==> config.mk <==
export PLATFORM = sky130hd
export DESIGN_NAME = wbuf_drain_ctrl_flat
export DESIGN_NICKNAME = d
export VERILOG_FILES = /design/src/rtl/wbuf_drain_if.sv /design/src/rtl/wbuf_drain_ctrl.sv /design/src/flat_wrapper.sv
export SDC_FILE = /design/constraint.sdc
export NUM_CORES = 1
export LEC_CHECK = 0
export CORE_MARGIN = 4
export CORE_UTILIZATION = 37
export DETAILED_ROUTE_END_ITERATION = 12
export DONT_BUFFER_PORTS = 1
export SLEW_MARGIN = 10
export SYNTH_ARGS = -nofsm -noshare
export SYNTH_HDL_FRONTEND = slang
export SYNTH_SLANG_ARGS = --single-unit
==> constraint.sdc <==
create_clock -name sClk_i -period 3.95 [get_ports sClk_i]
set_input_delay 0.79 -clock sClk_i [delete_from_list [all_inputs] [get_ports sClk_i]]
set_output_delay 0.79 -clock sClk_i [all_outputs]
set_load 0.005 [all_outputs]
==> src/rtl/wbuf_drain_if.sv <==
// ---------------------------------------------------------------------------
// wbuf_drain_if
//   Bundle of the handshake/bus signals around the store-buffer drain engine.
//   The signal names keep the engine's point of view: *_i are driven into the
//   engine, *_o are driven by it.
//
//   FIFO side : Empty_i, ReadData_i {strb,addr,data}, Read_o (pop pulse)
//   Control   : Hold_i, FlushReq_i, FlushDone_o, Busy_o, Error_o
//   Memory    : MemValid_o, MemAddr_o, MemWData_o, MemWStrb_o, MemReady_i
//
//   master : the drain engine
//   slave  : the environment (FIFO, memory port, cache control)
// ---------------------------------------------------------------------------
interface wbuf_drain_if #(
  parameter int W_ADDR = 32,
  parameter int W_DATA = 32,
  parameter int W_STRB = 4
) ();
  localparam int W_ENTRY = W_STRB + W_ADDR + W_DATA;

  // FIFO side
  logic               Empty_i;
  logic [W_ENTRY-1:0] ReadData_i;
  logic               Read_o;
  // control / status
  logic               Hold_i;
  logic               FlushReq_i;
  logic               FlushDone_o;
  logic               Busy_o;
  logic               Error_o;
  // memory write port
  logic               MemValid_o;
  logic [W_ADDR-1:0]  MemAddr_o;
  logic [W_DATA-1:0]  MemWData_o;
  logic [W_STRB-1:0]  MemWStrb_o;
  logic               MemReady_i;

  modport master (
    input  Empty_i, ReadData_i, Hold_i, FlushReq_i, MemReady_i,
    output Read_o, FlushDone_o, Busy_o, Error_o,
           MemValid_o, MemAddr_o, MemWData_o, MemWStrb_o
  );

  modport slave (
    output Empty_i, ReadData_i, Hold_i, FlushReq_i, MemReady_i,
    input  Read_o, FlushDone_o, Busy_o, Error_o,
           MemValid_o, MemAddr_o, MemWData_o, MemWStrb_o
  );
endinterface

==> src/rtl/wbuf_drain_ctrl.sv <==
// ---------------------------------------------------------------------------
// wbuf_drain_ctrl
//   Store-buffer drain engine. Takes the head entry of the write FIFO, issues
//   it as a single memory write (valid/ready) and pops it only after the
//   memory has acked, so the entry stays visible to the FIFO address-compare
//   logic until memory owns it. Supports hold (read-miss priority), flush to
//   empty and a sticky write-ack timeout flag.
//
//   Ports
//     sClk_i  : clock, all state on the rising edge
//     sRst_i  : asynchronous reset, active high
//     bus     : wbuf_drain_if.master (FIFO head/pop, hold/flush control,
//               memory write request, busy/error status)
//
//   Parameters
//     W_ADDR/W_DATA/W_STRB : memory write widths; FIFO entry is
//                            {strb, addr, data} with data at the LSBs
//     C_TIMEOUT            : unacked ISSUE cycles before Error_o; 0 disables
// ---------------------------------------------------------------------------
module wbuf_drain_ctrl #(
  parameter int W_ADDR    = 32,
  parameter int W_DATA    = 32,
  parameter int W_STRB    = 4,
  parameter int C_TIMEOUT = 255
) (
  input  logic          sClk_i,
  input  logic          sRst_i,
  wbuf_drain_if.master  bus
);

  localparam int W_ENTRY = W_STRB + W_ADDR + W_DATA;
  // A zero-width counter is not legal, keep one bit when the timeout is off.
  localparam int W_CNT   = (C_TIMEOUT > 0) ? $clog2(C_TIMEOUT + 1) : 1;
  localparam logic [W_CNT-1:0] CNT_MAX = W_CNT'(C_TIMEOUT);

  localparam logic [1:0] S_IDLE  = 2'd0;
  localparam logic [1:0] S_ISSUE = 2'd1;
  localparam logic [1:0] S_POP   = 2'd2;

  typedef struct packed {
    logic [W_STRB-1:0] strb;
    logic [W_ADDR-1:0] addr;
    logic [W_DATA-1:0] data;
  } entry_t;

  logic [1:0]       state;
  entry_t           head;
  entry_t           req_q;
  logic [W_CNT-1:0] to_cnt;
  logic             err_q;
  logic             start;
  logic             ack;

  assign head = entry_t'(bus.ReadData_i);

  // Flush overrides hold; an empty FIFO never starts a write.
  assign start = ~bus.Empty_i & (~bus.Hold_i | bus.FlushReq_i);

  // Valid is decoded from state so an async reset drops it immediately.
  assign ack   = (state == S_ISSUE) & bus.MemReady_i;

  always_ff @(posedge sClk_i or posedge sRst_i) begin
    if (sRst_i) begin
      state  <= S_IDLE;
      req_q  <= '0;
      to_cnt <= '0;
    end else begin
      case (state)
        S_IDLE: begin
          if (start) begin
            req_q <= head;
            state <= S_ISSUE;
          end
        end
        S_ISSUE: begin
          // Hold has no effect here; the write waits for its ack forever.
          if (ack) begin
            state <= S_POP;
          end else if ((C_TIMEOUT > 0) && (to_cnt != CNT_MAX)) begin
            to_cnt <= to_cnt + W_CNT'(1);
          end
        end
        S_POP: begin
          // Back to IDLE so Empty_i is re-sampled after the FIFO has popped.
          to_cnt <= '0;
          state  <= S_IDLE;
        end
        default: state <= S_IDLE;
      endcase
    end
  end

  // Sticky: the flag registers one edge after the counter reaches the limit.
  always_ff @(posedge sClk_i or posedge sRst_i) begin
    if (sRst_i)
      err_q <= 1'b0;
    else if ((C_TIMEOUT > 0) && (to_cnt == CNT_MAX))
      err_q <= 1'b1;
  end

  assign bus.MemValid_o  = (state == S_ISSUE);
  assign bus.Read_o      = (state == S_POP);
  assign bus.Busy_o      = (state != S_IDLE);
  assign bus.FlushDone_o = bus.FlushReq_i & (state == S_IDLE) & bus.Empty_i;
  assign bus.Error_o     = err_q;
  assign bus.MemAddr_o   = req_q.addr;
  assign bus.MemWData_o  = req_q.data;
  assign bus.MemWStrb_o  = req_q.strb;

endmodule
==> src/flat_wrapper.sv <==
// flat-port wrapper written by rule: the top's interface ports become plain ports
module wbuf_drain_ctrl_flat 
#(
  parameter int W_ADDR    = 32,
  parameter int W_DATA    = 32,
  parameter int W_STRB    = 4,
  parameter int C_TIMEOUT = 255
)
  (sClk_i, sRst_i, bus_Empty_i, bus_ReadData_i, bus_Hold_i, bus_FlushReq_i, bus_MemReady_i, bus_Read_o, bus_FlushDone_o, bus_Busy_o, bus_Error_o, bus_MemValid_o, bus_MemAddr_o, bus_MemWData_o, bus_MemWStrb_o);
  wbuf_drain_if #(.W_ADDR(W_ADDR), .W_DATA(W_DATA), .W_STRB(W_STRB)) bus_i ();
  input  logic sClk_i;
  input  logic sRst_i;
  input wire logic [$bits(bus_i.Empty_i)-1:0] bus_Empty_i;
  input wire logic [$bits(bus_i.ReadData_i)-1:0] bus_ReadData_i;
  input wire logic [$bits(bus_i.Hold_i)-1:0] bus_Hold_i;
  input wire logic [$bits(bus_i.FlushReq_i)-1:0] bus_FlushReq_i;
  input wire logic [$bits(bus_i.MemReady_i)-1:0] bus_MemReady_i;
  output wire logic [$bits(bus_i.Read_o)-1:0] bus_Read_o;
  output wire logic [$bits(bus_i.FlushDone_o)-1:0] bus_FlushDone_o;
  output wire logic [$bits(bus_i.Busy_o)-1:0] bus_Busy_o;
  output wire logic [$bits(bus_i.Error_o)-1:0] bus_Error_o;
  output wire logic [$bits(bus_i.MemValid_o)-1:0] bus_MemValid_o;
  output wire logic [$bits(bus_i.MemAddr_o)-1:0] bus_MemAddr_o;
  output wire logic [$bits(bus_i.MemWData_o)-1:0] bus_MemWData_o;
  output wire logic [$bits(bus_i.MemWStrb_o)-1:0] bus_MemWStrb_o;
  assign bus_i.Empty_i = bus_Empty_i;
  assign bus_i.ReadData_i = bus_ReadData_i;
  assign bus_i.Hold_i = bus_Hold_i;
  assign bus_i.FlushReq_i = bus_FlushReq_i;
  assign bus_i.MemReady_i = bus_MemReady_i;
  assign bus_Read_o = bus_i.Read_o;
  assign bus_FlushDone_o = bus_i.FlushDone_o;
  assign bus_Busy_o = bus_i.Busy_o;
  assign bus_Error_o = bus_i.Error_o;
  assign bus_MemValid_o = bus_i.MemValid_o;
  assign bus_MemAddr_o = bus_i.MemAddr_o;
  assign bus_MemWData_o = bus_i.MemWData_o;
  assign bus_MemWStrb_o = bus_i.MemWStrb_o;
  wbuf_drain_ctrl #(.W_ADDR(W_ADDR), .W_DATA(W_DATA), .W_STRB(W_STRB), .C_TIMEOUT(C_TIMEOUT)) u_core (.sClk_i(sClk_i), .sRst_i(sRst_i), .bus(bus_i));
endmodule
==> flow_metrics.py <==
metrics = {
    "critical_path": {
        "r2r_cells": 4,
        "criticalPathCategory": "register to register",
        "slowest_delay_ns": 0.77,
        "path_cells": "inv_1, ha_1, and2_4, mux2_2",
        "slowest_stage": "and2_4",
        "r2r-end": "u_core.bus.MemWData_o[18]",
        "worstSetupEndpointType": "register",
        "cp.arrival_ns": 2.35,
        "cp_top_family": "simple AND/OR/NAND/NOR gates",
        "r2r_start": "u_core.state[0]",
        "required_ns": 4.17,
        "ff2ff_setup_slack_ns": 1.82,
        "cp_max_fo": 68,
        "worstSetupStartpointType": "register",
        "worst-path-buf-inv": 1,
    },
    "timing": {
        "setup-tns-final_ns": 0,
        "fmax_ghz": 0.468,
        "rsz0062_at_grt": "no",
        "setup_viol": 0,
        "relSlewSlack_pct": 35.6,
        "finClkSkew_ns": 0.00859,
        "tightestPinTransition_ns": 0.967,
        "report.final.slew_viol_count": 0,
        "final_hold_viol_count": 0,
        "period_share_pct": 54.0,
        "fin_crit_ns": 2.13,
    },
    "grt": {
        "grt_max_degree": 69,
        "grt.overflow.total": 0,
        "grtUsageTotal_pct": 10.8,
        "antenna_found_initial": 0,
        "grt_pass1_wl_um": 8750,
        "grt_pass1_vias": 1804,
    },
    "place": {
        "port_buffers": 0,
        "gp_congestion": 0.760,
        "dp.cells": 315,
        "dpl.hpwl_um": 4240,
        "placed_area_um2": 3350,
    },
    "pwr": {
        "ir_worst_vdd_mv": 0.239,
        "p_leak_nw": 1.53,
        "finalPower_mw": 2.98,
        "power_density_nw_per_um2": 839,
    },
    "cells_and_area": {
        "final_util_pct": 40.8,
        "seqCellArea_um2": 1980,
        "fin_area_um2": 3560,
        "drive_gt1_share_pct": 40.5,
        "final_nets": 297,
        "final_common_cell": "dfrtp_1",
        "insertedDiodeCount": 0,
        "fin_cells": 330,
        "fillers": 790,
        "syn_to_final_growth_pct": 7.20,
        "final_cell_mix": "dfrtp_1, mux2_2, mux2_4, clkbuf_8, nand2_1",
        "multiInputGateArea_um2": 1210,
    },
    "job": {
        "maxCapViolCount": 0,
    },
    "cts": {
        "clock_latency_ns": 0.33,
        "cts_buffer_depth": 2,
        "cts_sinks": 79,
        "cts_hold_buf": 0,
        "cts-resized-gates": 0,
        "cts_root_buf": "clkbuf_8",
        "numCtsBuffers": 9,
        "cts_max_level": 3,
        "path_clk_slew_ns": 0.08,
        "cts_tree": "yes",
        "cts_setup_buffers": 0,
    },
    "floorplan": {
        "row_count": 34,
        "die_w_um": 103,
        "fp.dieH_um": 103,
        "io_pins": 147,
        "dieArea_um2": 10500,
        "core_um2": 8720,
        "start_util_pct": 38.0,
    },
    "drt": {
        "ant_nets": 0,
        "vias": 1711,
        "wl_per_cell_um": 18.2,
        "wirelength_um": 6020,
        "avgViaCountPerCell": 5.18,
        "initialDrtViolationCount": 14,
        "dr.pass1.iters": 4,
        "drc": 0,
    },
    "logic_synthesis": {
        "synth_seq_cells": 79,
        "ys_types": 35,
        "yosys_warnings": 0,
        "synthesis.nets": 295,
        "syn_inst": 216,
        "netlist_area_um2": 3320,
        "syn_area_per_cell_um2": 15.4,
        "ys_seq_area_share_pct": 59.6,
    },
    "hold_path": {
        "min_path_type": "input port to async pin",
    },
    "outcome": {
        "status": "finished clean",
    },
}
[sequential cells by signal, indices dropped and copies added, names as in the netlist]
signal	flops
u_core.bus.MemAddr_o	32
u_core.bus.MemWData_o	32
u_core.to_cnt	8
u_core.bus.MemWStrb_o	4
u_core.state	2
u_core.bus.Error_o	1
[where the power goes]
part	total [mW]	switching [mW]	leakage [nW]	internal, mW
Combinational	0.817	0.315	0.501	0.501
Sequential	1.53	0.324	0.926	1.21
Clock	0.634	0.280	0.0986	0.354
Total	2.98	0.920	1.53	2.06
[kinds of logic (layout without fill, tap and decap cells)]
group	after synthesis	count (layout)	synth area share [%]
compound gates	19	19	3.85
buf+inv	15	21	4.07
flops	79	79	59.6
fa+ha+maj	5	5	1.89
mux	70	70	26.0
simple gates	28	28	4.64
[worst reg2reg max path: cells and delay by family, from the launching register on]
| family | cells | cell delay, ns |
|---|---|---|
| flip-flops | 1 | 0.43 |
| multiplexers | 1 | 0.50 |
| buffers and inverters | 1 | 0.10 |
| adder cells (fa/ha/maj) | 1 | 0.21 |
| AND/OR/NAND/NOR | 1 | 0.77 |
[worst max-delay path by stage]
stage / from / endpoint / slack (ns) / cells past startpoint
floorplan: sRst_i / u_core.bus.Error_o / 1.14 / 1
global placement: bus_FlushReq_i / u_core.bus.MemWData_o[18] / 1.61 / 4
detailed placement: bus_FlushReq_i / u_core.bus.MemWData_o[18] / 1.56 / 4
CTS: u_core.state[0] / u_core.bus.MemWData_o[18] / 1.78 / 4
global route: u_core.state[0] / u_core.bus.MemWData_o[29] / 1.69 / 4
finish: u_core.state[0] / u_core.bus.MemWData_o[18] / 1.82 / 4
[metal layers]
metal | vias up | global-route usage (%) | wire length [um]
met1 | 835 | 12.9 | 2330
met3 | 10 | 6.02 | 850
met4 | 0 | 4.24 | 83
met2 | 104 | 16.3 | 2760
met5 | - | 0 | 0
li1 | 762 | - | -
[metrics by stage]
stage	hold WS [ns]	setup slack, ns
3_5_place_dp	0.499	1.56
5_1_grt	0.554	1.69
6_report	0.501	1.82
2_1_floorplan	0.468	1.14
4_1_cts	0.528	1.78
3_3_place_gp	0.500	1.61
[cell type report]
type	count	area share, %
sequential	79	55.6
multi-input combinational	122	33.9
tap	108	3.80
clock buffer	10	3.59
clock inverter	5	2.36
inverter	5	0.563
timing repair buffer	1	0.211
[cell usage after synthesis, drive strengths merged]
cell type   n  share of area, %
dfrtp      79                60
mux2       69                26
buf        10               3.5
nand2       8              0.91
o21ai       7               1.1
ha          5               1.9
inv         5              0.57
nor3        4              0.60
a21oi       3              0.57
nand3       3              0.45
nor2b       3              0.57
and3        2              0.53
nand2b      2              0.38
o21bai      2              0.45
or2         2              0.38
a21bo       1              0.30
a221o       1              0.30
a22oi       1              0.23
a31o        1              0.26
a31oi       1              0.19
and2        1              0.26
and4        1              0.26
mux2i       1              0.30
nor2        1              0.11
nor4        1              0.19
o22a        1              0.26
o31ai       1              0.23
(Power assumes the default switching activity.)
